$ cat src/rtl/charger_pkg.sv
// Shared charger definitions: controller state set, key codes, amount limit
// and a binary-to-BCD helper for the two-digit display.
package charger_pkg;

   typedef enum logic [1:0] {
      IDLE     = 2'd0,
      ENTRY    = 2'd1,
      LOCKED   = 2'd2,
      CHARGING = 2'd3
   } charger_state_e;

   localparam logic [3:0] KEY_0 = 4'd0;
   localparam logic [3:0] KEY_1 = 4'd1;
   localparam logic [3:0] KEY_2 = 4'd2;
   localparam logic [3:0] KEY_3 = 4'd3;
   localparam logic [3:0] KEY_4 = 4'd4;
   localparam logic [3:0] KEY_5 = 4'd5;
   localparam logic [3:0] KEY_6 = 4'd6;
   localparam logic [3:0] KEY_7 = 4'd7;
   localparam logic [3:0] KEY_8 = 4'd8;
   localparam logic [3:0] KEY_9 = 4'd9;

   localparam int unsigned MAX_AMOUNT_DEF = 20;

   // Amounts never exceed 99, so tens and ones each fit a nibble.
   function automatic logic [7:0] to_bcd(input logic [6:0] v);
      return {4'(v / 7'd10), 4'(v % 7'd10)};
   endfunction

endpackage

$ cat src/rtl/amount_entry_manager_if.sv
// Key-event inputs from the scanner and amount/handshake outputs towards the
// charge controller, bundled for the amount entry manager.
interface amount_entry_manager_if;

   logic [3:0] key_value;
   logic       press_num;
   logic       start;
   logic       clear;
   logic       confirm;
   logic       charge_done;

   logic [6:0] amount_bin;
   logic [7:0] amount_bcd;
   logic [1:0] digit_cnt;
   logic       amount_valid;
   logic       start_req;
   logic       entry_err;
   logic       timeout;

   modport master (
      output key_value, press_num, start, clear, confirm, charge_done,
      input  amount_bin, amount_bcd, digit_cnt, amount_valid,
             start_req, entry_err, timeout
   );

   modport slave (
      input  key_value, press_num, start, clear, confirm, charge_done,
      output amount_bin, amount_bcd, digit_cnt, amount_valid,
             start_req, entry_err, timeout
   );

endinterface

$ cat src/rtl/key_edge_detect.sv
// 4-bit rising-edge detector; history resets high so keys held across reset
// release never register as a press.
module key_edge_detect (
   input  logic       i_clk,
   input  logic       i_rst,
   input  logic [3:0] i_level,
   output logic [3:0] o_rise
);

   logic [3:0] r_prev;

   always_ff @(posedge i_clk) begin
      if (i_rst) r_prev <= '1;
      else       r_prev <= i_level;
   end

   assign o_rise = i_level & ~r_prev;

endmodule

$ cat src/rtl/amount_entry_manager.sv
// Turns scanner key events into a validated charge amount and start request.
// Optional idle auto-clear is built only when AMOUNT_ENTRY_TIMEOUT_EN is defined.
module amount_entry_manager
   import charger_pkg::*;
#(
   parameter int unsigned MAX_DIGITS  = 2,
   parameter int unsigned MAX_AMOUNT  = MAX_AMOUNT_DEF,
   parameter int unsigned TIMEOUT_CYC = 10000
) (
   input  logic                  clk,
   input  logic                  rst_n,
   amount_entry_manager_if.slave bus
);

   localparam logic [1:0] S_IDLE     = IDLE;
   localparam logic [1:0] S_ENTRY    = ENTRY;
   localparam logic [1:0] S_LOCKED   = LOCKED;
   localparam logic [1:0] S_CHARGING = CHARGING;

   localparam logic [1:0] MAX_DIG = 2'(MAX_DIGITS);
   localparam logic [7:0] MAX_AMT = 8'(MAX_AMOUNT);

   logic [3:0] w_rise;
   logic       w_ev_num, w_ev_start, w_ev_clr, w_ev_cfm, w_any_ev;
   logic [7:0] w_cand;
   logic       w_to_fire;

   logic [1:0] r_state, w_state_n;
   logic [6:0] r_amount, w_amount_n;
   logic [7:0] r_bcd;
   logic [1:0] r_cnt, w_cnt_n;
   logic       r_valid;
   logic       r_req, w_req_n;
   logic       r_err, w_err_n;

   key_edge_detect u_key_edge (
      .i_clk   (clk),
      .i_rst   (rst_n),
      .i_level ({bus.press_num, bus.start, bus.clear, bus.confirm}),
      .o_rise  (w_rise)
   );

   assign {w_ev_num, w_ev_start, w_ev_clr, w_ev_cfm} = w_rise;
   assign w_any_ev = |w_rise;
   assign w_cand   = ({1'b0, r_amount} * 8'd10) + {4'b0000, bus.key_value};

   // One case arm per state; inside each arm the if-chain order encodes
   // the clear > confirm > start > digit priority.
   always_comb begin
      w_state_n  = r_state;
      w_amount_n = r_amount;
      w_cnt_n    = r_cnt;
      w_req_n    = 1'b0;
      w_err_n    = 1'b0;
      case (r_state)
         S_IDLE: begin
            if (!w_ev_clr) begin
               if (w_ev_cfm || w_ev_start) begin
                  w_err_n = 1'b1;
               end else if (w_ev_num && bus.key_value != KEY_0) begin
                  if ({4'b0000, bus.key_value} > MAX_AMT) begin
                     w_err_n = 1'b1;
                  end else begin
                     w_amount_n = {3'b000, bus.key_value};
                     w_cnt_n    = 2'd1;
                     w_state_n  = S_ENTRY;
                  end
               end
            end
         end
         S_ENTRY: begin
            if (w_ev_clr) begin
               w_state_n  = S_IDLE;
               w_amount_n = '0;
               w_cnt_n    = '0;
            end else if (w_ev_cfm) begin
               w_state_n = S_LOCKED;
            end else if (w_ev_start) begin
               w_err_n = 1'b1;
            end else if (w_ev_num) begin
               if (r_cnt == MAX_DIG || w_cand > MAX_AMT) begin
                  w_err_n = 1'b1;
               end else begin
                  w_amount_n = w_cand[6:0];
                  w_cnt_n    = r_cnt + 2'd1;
               end
            end
         end
         S_LOCKED: begin
            if (w_ev_clr) begin
               w_state_n  = S_IDLE;
               w_amount_n = '0;
               w_cnt_n    = '0;
            end else if (w_ev_cfm) begin
               w_err_n = 1'b1;
            end else if (w_ev_start) begin
               w_req_n   = 1'b1;
               w_state_n = S_CHARGING;
            end else if (w_ev_num) begin
               w_err_n = 1'b1;
            end
         end
         S_CHARGING: begin
            if (bus.charge_done) begin
               w_state_n  = S_IDLE;
               w_amount_n = '0;
               w_cnt_n    = '0;
            end
         end
         default: w_state_n = S_IDLE;
      endcase
      if (w_to_fire) begin
         w_state_n  = S_IDLE;
         w_amount_n = '0;
         w_cnt_n    = '0;
      end
   end

   always_ff @(posedge clk) begin
      if (rst_n) begin
         r_state  <= S_IDLE;
         r_amount <= '0;
         r_bcd    <= '0;
         r_cnt    <= '0;
         r_valid  <= 1'b0;
         r_req    <= 1'b0;
         r_err    <= 1'b0;
      end else begin
         r_state  <= w_state_n;
         r_amount <= w_amount_n;
         r_bcd    <= to_bcd(w_amount_n);
         r_cnt    <= w_cnt_n;
         r_valid  <= (w_state_n == S_LOCKED) || (w_state_n == S_CHARGING);
         r_req    <= w_req_n;
         r_err    <= w_err_n;
      end
   end

`ifdef AMOUNT_ENTRY_TIMEOUT_EN
   localparam int unsigned   TW      = (TIMEOUT_CYC > 1) ? $clog2(TIMEOUT_CYC) : 1;
   localparam logic [TW-1:0] TO_LAST = TW'(TIMEOUT_CYC - 1);

   logic [TW-1:0] r_tcnt;
   logic          r_timeout;

   // No key event in ENTRY/LOCKED means nothing else can move the state,
   // so the override in the next-state logic never masks another transition.
   assign w_to_fire = (r_state == S_ENTRY || r_state == S_LOCKED) &&
                      !w_any_ev && (r_tcnt == TO_LAST);

   always_ff @(posedge clk) begin
      if (rst_n) begin
         r_tcnt    <= '0;
         r_timeout <= 1'b0;
      end else begin
         r_timeout <= w_to_fire;
         if (w_any_ev || (w_state_n != r_state) ||
             !(r_state == S_ENTRY || r_state == S_LOCKED))
            r_tcnt <= '0;
         else
            r_tcnt <= r_tcnt + TW'(1);
      end
   end

   assign bus.timeout = r_timeout;
`else
   logic w_unused_timeout_cfg;

   assign w_unused_timeout_cfg = (TIMEOUT_CYC != 0) && w_any_ev;
   assign w_to_fire            = 1'b0;
   assign bus.timeout          = 1'b0;
`endif

   assign bus.amount_bin   = r_amount;
   assign bus.amount_bcd   = r_bcd;
   assign bus.digit_cnt    = r_cnt;
   assign bus.amount_valid = r_valid;
   assign bus.start_req    = r_req;
   assign bus.entry_err    = r_err;

endmodule

$ cat src/flat_wrapper.sv
// flat-port wrapper written by rule: the top's interface ports become plain ports
module amount_entry_manager_flat import charger_pkg::*;
#(
   parameter int unsigned MAX_DIGITS  = 2,
   parameter int unsigned MAX_AMOUNT  = MAX_AMOUNT_DEF,
   parameter int unsigned TIMEOUT_CYC = 10000
)
  (clk, rst_n, bus_key_value, bus_press_num, bus_start, bus_clear, bus_confirm, bus_charge_done, bus_amount_bin, bus_amount_bcd, bus_digit_cnt, bus_amount_valid, bus_start_req, bus_entry_err, bus_timeout);
  amount_entry_manager_if bus_i ();
  input  logic clk;
  input  logic rst_n;
  input wire logic [$bits(bus_i.key_value)-1:0] bus_key_value;
  input wire logic [$bits(bus_i.press_num)-1:0] bus_press_num;
  input wire logic [$bits(bus_i.start)-1:0] bus_start;
  input wire logic [$bits(bus_i.clear)-1:0] bus_clear;
  input wire logic [$bits(bus_i.confirm)-1:0] bus_confirm;
  input wire logic [$bits(bus_i.charge_done)-1:0] bus_charge_done;
  output wire logic [$bits(bus_i.amount_bin)-1:0] bus_amount_bin;
  output wire logic [$bits(bus_i.amount_bcd)-1:0] bus_amount_bcd;
  output wire logic [$bits(bus_i.digit_cnt)-1:0] bus_digit_cnt;
  output wire logic [$bits(bus_i.amount_valid)-1:0] bus_amount_valid;
  output wire logic [$bits(bus_i.start_req)-1:0] bus_start_req;
  output wire logic [$bits(bus_i.entry_err)-1:0] bus_entry_err;
  output wire logic [$bits(bus_i.timeout)-1:0] bus_timeout;
  assign bus_i.key_value = bus_key_value;
  assign bus_i.press_num = bus_press_num;
  assign bus_i.start = bus_start;
  assign bus_i.clear = bus_clear;
  assign bus_i.confirm = bus_confirm;
  assign bus_i.charge_done = bus_charge_done;
  assign bus_amount_bin = bus_i.amount_bin;
  assign bus_amount_bcd = bus_i.amount_bcd;
  assign bus_digit_cnt = bus_i.digit_cnt;
  assign bus_amount_valid = bus_i.amount_valid;
  assign bus_start_req = bus_i.start_req;
  assign bus_entry_err = bus_i.entry_err;
  assign bus_timeout = bus_i.timeout;
  amount_entry_manager #(.MAX_DIGITS(MAX_DIGITS), .MAX_AMOUNT(MAX_AMOUNT), .TIMEOUT_CYC(TIMEOUT_CYC)) u_core (.clk(clk), .rst_n(rst_n), .bus(bus_i));
endmodule
$ cat config.mk
export PLATFORM = sky130hd
export DESIGN_NAME = amount_entry_manager_flat
export DESIGN_NICKNAME = d
export VERILOG_FILES = /design/src/rtl/charger_pkg.sv /design/src/rtl/amount_entry_manager_if.sv /design/src/rtl/key_edge_detect.sv /design/src/rtl/amount_entry_manager.sv /design/src/flat_wrapper.sv
export SDC_FILE = /design/constraint.sdc
export NUM_CORES = 1
export LEC_CHECK = 0
export CORE_ASPECT_RATIO = 0.75
export CORE_MARGIN = 3
export CORE_UTILIZATION = 40
export CTS_CLUSTER_DIAMETER = 60
export CTS_CLUSTER_SIZE = 24
export DETAILED_ROUTE_END_ITERATION = 12
export SLEW_MARGIN = 20
export SYNTH_ARGS = -nofsm -noshare
export SYNTH_HDL_FRONTEND = slang
export SYNTH_SLANG_ARGS = --single-unit
$ cat constraint.sdc
create_clock -name clk -period 10.2 [get_ports clk]
set_clock_uncertainty 0.2 [all_clocks]
set_input_delay 2.04 -clock clk [delete_from_list [all_inputs] [get_ports clk]]
set_output_delay 2.04 -clock clk [all_outputs]
set_load 0.02 [all_outputs]
==> out/qor.csv <==
stage;metric;value;unit
clock_tree;clk root buf;clkbuf_8;
hold_path;Worst Hold Depth;2;
critical_path;CP Max Fanout;10;
grt;vias in the first global route;1927;
pwr;Pwr Density;88.15;mW/mm^2
critical_path;crit-path most repeated cell;ha_1;
critical_path;CP top delay family;compound AO/OA/AOI/OAI gates;
grt;pin count of the biggest net entering global routing;25;
synthesis;post-synthesis sequential area ratio;23.16;%
hold_path;worst hold endpoint;u_core.bus.digit_cnt[0]$_SDFFE_PP0P_;
cells_and_area;area occupied by multi-input gates;0.001533;mm^2
synthesis;Netlist cell types;72;
cells_and_area;# diodes;0;
clock_tree;CTS buffer count;3;
pwr;Leak Pwr;0.001002;uW
synthesis;ys async rst share;0;%
cells_and_area;fill cell count;525;
cells_and_area;layout cells sized above 1;8.803;%
clock_tree;clk buf depth;2;
clock_tree;TritonCTS clock tree;yes;
critical_path;register-to-register setup slack;3.02;ns
critical_path;worst r2r src;u_core.bus.amount_bin[1]$_SDFF_PP0_;
cells_and_area;Register Area;500.5;um^2
clock_tree;Hold Buf Count CTS;0;
critical_path;crit path max-delay cell type;mux2i_1;
detailed_routing;Detail Route Antenna Nets;0;
clock_tree;clk sink count;25;
cells_and_area;non-filler cells, final;356;
critical_path;CP startpoint;bus_key_value[1];
clock_tree;CTS resizes;0;
clock_tree;H-Tree Depth;1;
synthesis;syn_area_per_cell;8.279;um^2
critical_path;crit path DAT;8.67;ns
run_status;status;finished clean;
placed_design;DP Cell Count;352;
critical_path;Setup crit start kind;primary input;
detailed_routing;DR vias;2072;
floorplanning;die height;69.65;um
critical_path;Worst Path Required;10.18;ns
synthesis;Most used DFF post-synth;dfxtp_1;
floorplanning;Die Span X;90.87;um
placed_design;IO Port Bufs;30;
hold_path;Hold Startpoint;u_core.bus.digit_cnt[0]$_SDFFE_PP0P_;
pwr;Max VDD drop;0.05152;mV
critical_path;crit path buf inv count;3;
sta;Fin. Hold Viols;0;
critical_path;crit-path max cell delay;0.53;ns
grt;grt ovf;0;
cells_and_area;Area growth syn-to-layout;17.26;%
detailed_routing;Routed WL;5594;um
sta;Final Max Slew Viols;0;
placed_design;Post-DP Area;0.002484;mm^2
sta;f_max;115.1;MHz
sta;setup TNS;0;ns
clock_tree;total setup buffers inserted after CTS;0;
clock_tree;Worst-Skew Late Latency;0.28;ns
detailed_routing;DR DRC count;0;
grt;first-pass GRT wire length;9349;um
floorplanning;initial cell density of the core;42.66;%
cells_and_area;most frequent cells in the layout;30 x clkdlybuf4s50_1, 25 x nor2_1, 25 x dfxtp_1;
sta;crit share post-route;85.15;%
sta;Finish-stage setup viols;0;
critical_path;crit end category;flop;
synthesis;Post-synth EDFFs;0;
critical_path;worst reg2reg path endpoint;u_core.bus.amount_bcd[1]$_SDFF_PP0_;
cells_and_area;nets;313;
floorplanning;core area;0.005065;mm^2
critical_path;R2R depth;28;
synthesis;Syn Inst Count;261;
detailed_routing;initial DRC count;171;
floorplanning;IO Pins;32;
synthesis;post-synthesis instance area;0.002161;mm^2
sta;unrepaired setup endpoints after global routing;no;
synthesis;Seq cells post-synth;25;
placed_design;final weighted congestion in routability-driven placement;0.9862;
synthesis;syn nets;289;
run;max cap viols;0;
synthesis;synth warn;0;
grt;initial antenna violation count;0;
floorplanning;die area;0.006329;mm^2
sta;Tmin final;8.685;ns
detailed_routing;DR vias/cell;5.820;
sta;Relative slew margins;41.10;%
placed_design;Final HPWL DP;4157;um
sta;Slew @ Worst Pin;0.8808;ns
floorplanning;FP Rows;22;
clock_tree;Clk pin slew, worst setup/hold paths;0.11;ns
detailed_routing;first drt pass iteration count;5;
hold_path;Hold Crit Class;flop to flop;
critical_path;critical path class;primary input to flop;
detailed_routing;DR WL/cell;15.71;um
grt;GRT Util Overall;17.59;%
cells_and_area;Finished Cell Area;0.002534;mm^2
cells_and_area;most common cell after layout, fill and taps aside;clkdlybuf4s50_1;
## how the worst max path moves through the flow
stage / depth (start not counted) / to / slack, ns
after detailed placement: 28 / u_core.bus.amount_bcd[1]$_SDFF_PP0_ / 1.26
after global routing: 28 / u_core.bus.amount_bcd[1]$_SDFF_PP0_ / 1.05
after global placement: 27 / u_core.bus.amount_bcd[1]$_SDFF_PP0_ / 1.52
final: 28 / u_core.bus.amount_bcd[1]$_SDFF_PP0_ / 1.51
after floorplan: 27 / u_core.bus.amount_bcd[1]$_SDFF_PP0_ / 2.52
after CTS: 28 / u_core.bus.amount_bcd[1]$_SDFF_PP0_ / 1.55
## cells in the mapped netlist (2+ instances only)
master | count | area (um^2)
dfxtp_1 | 25 | 500.5
nor2_1 | 25 | 93.84
inv_1 | 16 | 60.06
ha_1 | 15 | 187.7
a21oi_1 | 14 | 70.07
nand2_1 | 14 | 52.55
o21ai_0 | 14 | 70.07
nand2b_1 | 7 | 43.79
nor3_1 | 7 | 35.03
nand3_1 | 6 | 30.03
clkbuf_1 | 5 | 18.77
mux2i_1 | 5 | 50.05
nor2b_1 | 5 | 31.28
or2_2 | 5 | 31.28
xnor2_1 | 5 | 43.79
a211oi_1 | 4 | 30.03
a22oi_1 | 4 | 30.03
a21o_1 | 3 | 22.52
buf_4 | 3 | 22.52
mux2_2 | 3 | 33.78
nand3b_1 | 3 | 22.52
nor3b_1 | 3 | 22.52
nor4_1 | 3 | 18.77
o211ai_1 | 3 | 22.52
o221ai_1 | 3 | 26.28
or3_1 | 3 | 18.77
a22o_1 | 2 | 17.52
a31oi_1 | 2 | 12.51
and2_1 | 2 | 12.51
and3_1 | 2 | 12.51
and3b_1 | 2 | 17.52
buf_6 | 2 | 22.52
fa_1 | 2 | 40.04
nand4_1 | 2 | 12.51
nor2_2 | 2 | 12.51
o211a_1 | 2 | 20.02
o31ai_1 | 2 | 15.01
or4_4 | 2 | 22.52
## power by group
part	switching [uW]	internal [uW]	total [uW]
clock	38.6	28.8	67.4
sequential	2.65	100	103
combinational	30.8	22.0	52.8
total	72.1	151	223
## tightest hold or removal path: stages, from the launching register on
cell	delay, ns
dfxtp_1	0.35
inv_1	0.09
a211oi_1	0.07
## per-stage QoR
| stage | setup WS (ns) | power (uW) | utilization, % | hold WS (ns) |
|---|---|---|---|---|
| 2_1_floorplan | 2.523 | 141.5 | - | 0.3601 |
| 3_3_place_gp | 1.523 | 157.5 | 49.04 | 0.3212 |
| 3_5_place_dp | 1.260 | 157.2 | 49.04 | 0.3061 |
| 4_1_cts | 1.548 | 226.3 | 50.02 | 0.3493 |
| 5_1_grt | 1.047 | 235.6 | 50.02 | 0.3846 |
| 6_report | 1.515 | 223.3 | 50.02 | 0.3514 |
## cells by family (layout without fill, tap and decap cells)
kind of cell / Yosys count / in the layout / share of synthesized area, %
other cells: 1 / 1 / 0.1735
mux: 9 / 9 / 4.401
fa+ha+maj: 18 / 18 / 11.00
compound gates: 76 / 76 / 27.22
simple gates: 98 / 98 / 24.96
flops: 25 / 25 / 23.16
xor+xnor: 7 / 7 / 3.185
buf+inv: 27 / 50 / 5.906
## per-layer routing
layer  track usage [%]  up-vias  part of all wire, %
met1             26.52      967                   51
met3             4.230        2                  7.3
met2             25.72       91                   42
met5                 0        -                    0
met4             2.341        0                 0.41
li1                  -     1012                    -
## state kept, by name (all words and copies together) (netlist names)
signal / count
u_core.bus.amount_bcd: 7
u_core.bus.amount_bin: 7
u_core.u_key_edge.r_prev: 4
u_core.bus.digit_cnt: 2
u_core.r_state: 2
u_core.bus.amount_valid: 1
u_core.bus.entry_err: 1
u_core.bus.start_req: 1
## final cells by class
type / instances / area share [%]
repair buffers: 30 / 11.85
flip-flops and latches: 25 / 19.75
multi-input cells: 209 / 60.49
well taps: 72 / 3.556
clock inverters: 1 / 0.3457
inverters: 16 / 2.370
clock buffers: 3 / 1.630
Note: power is estimated with default switching activity, not from simulation.
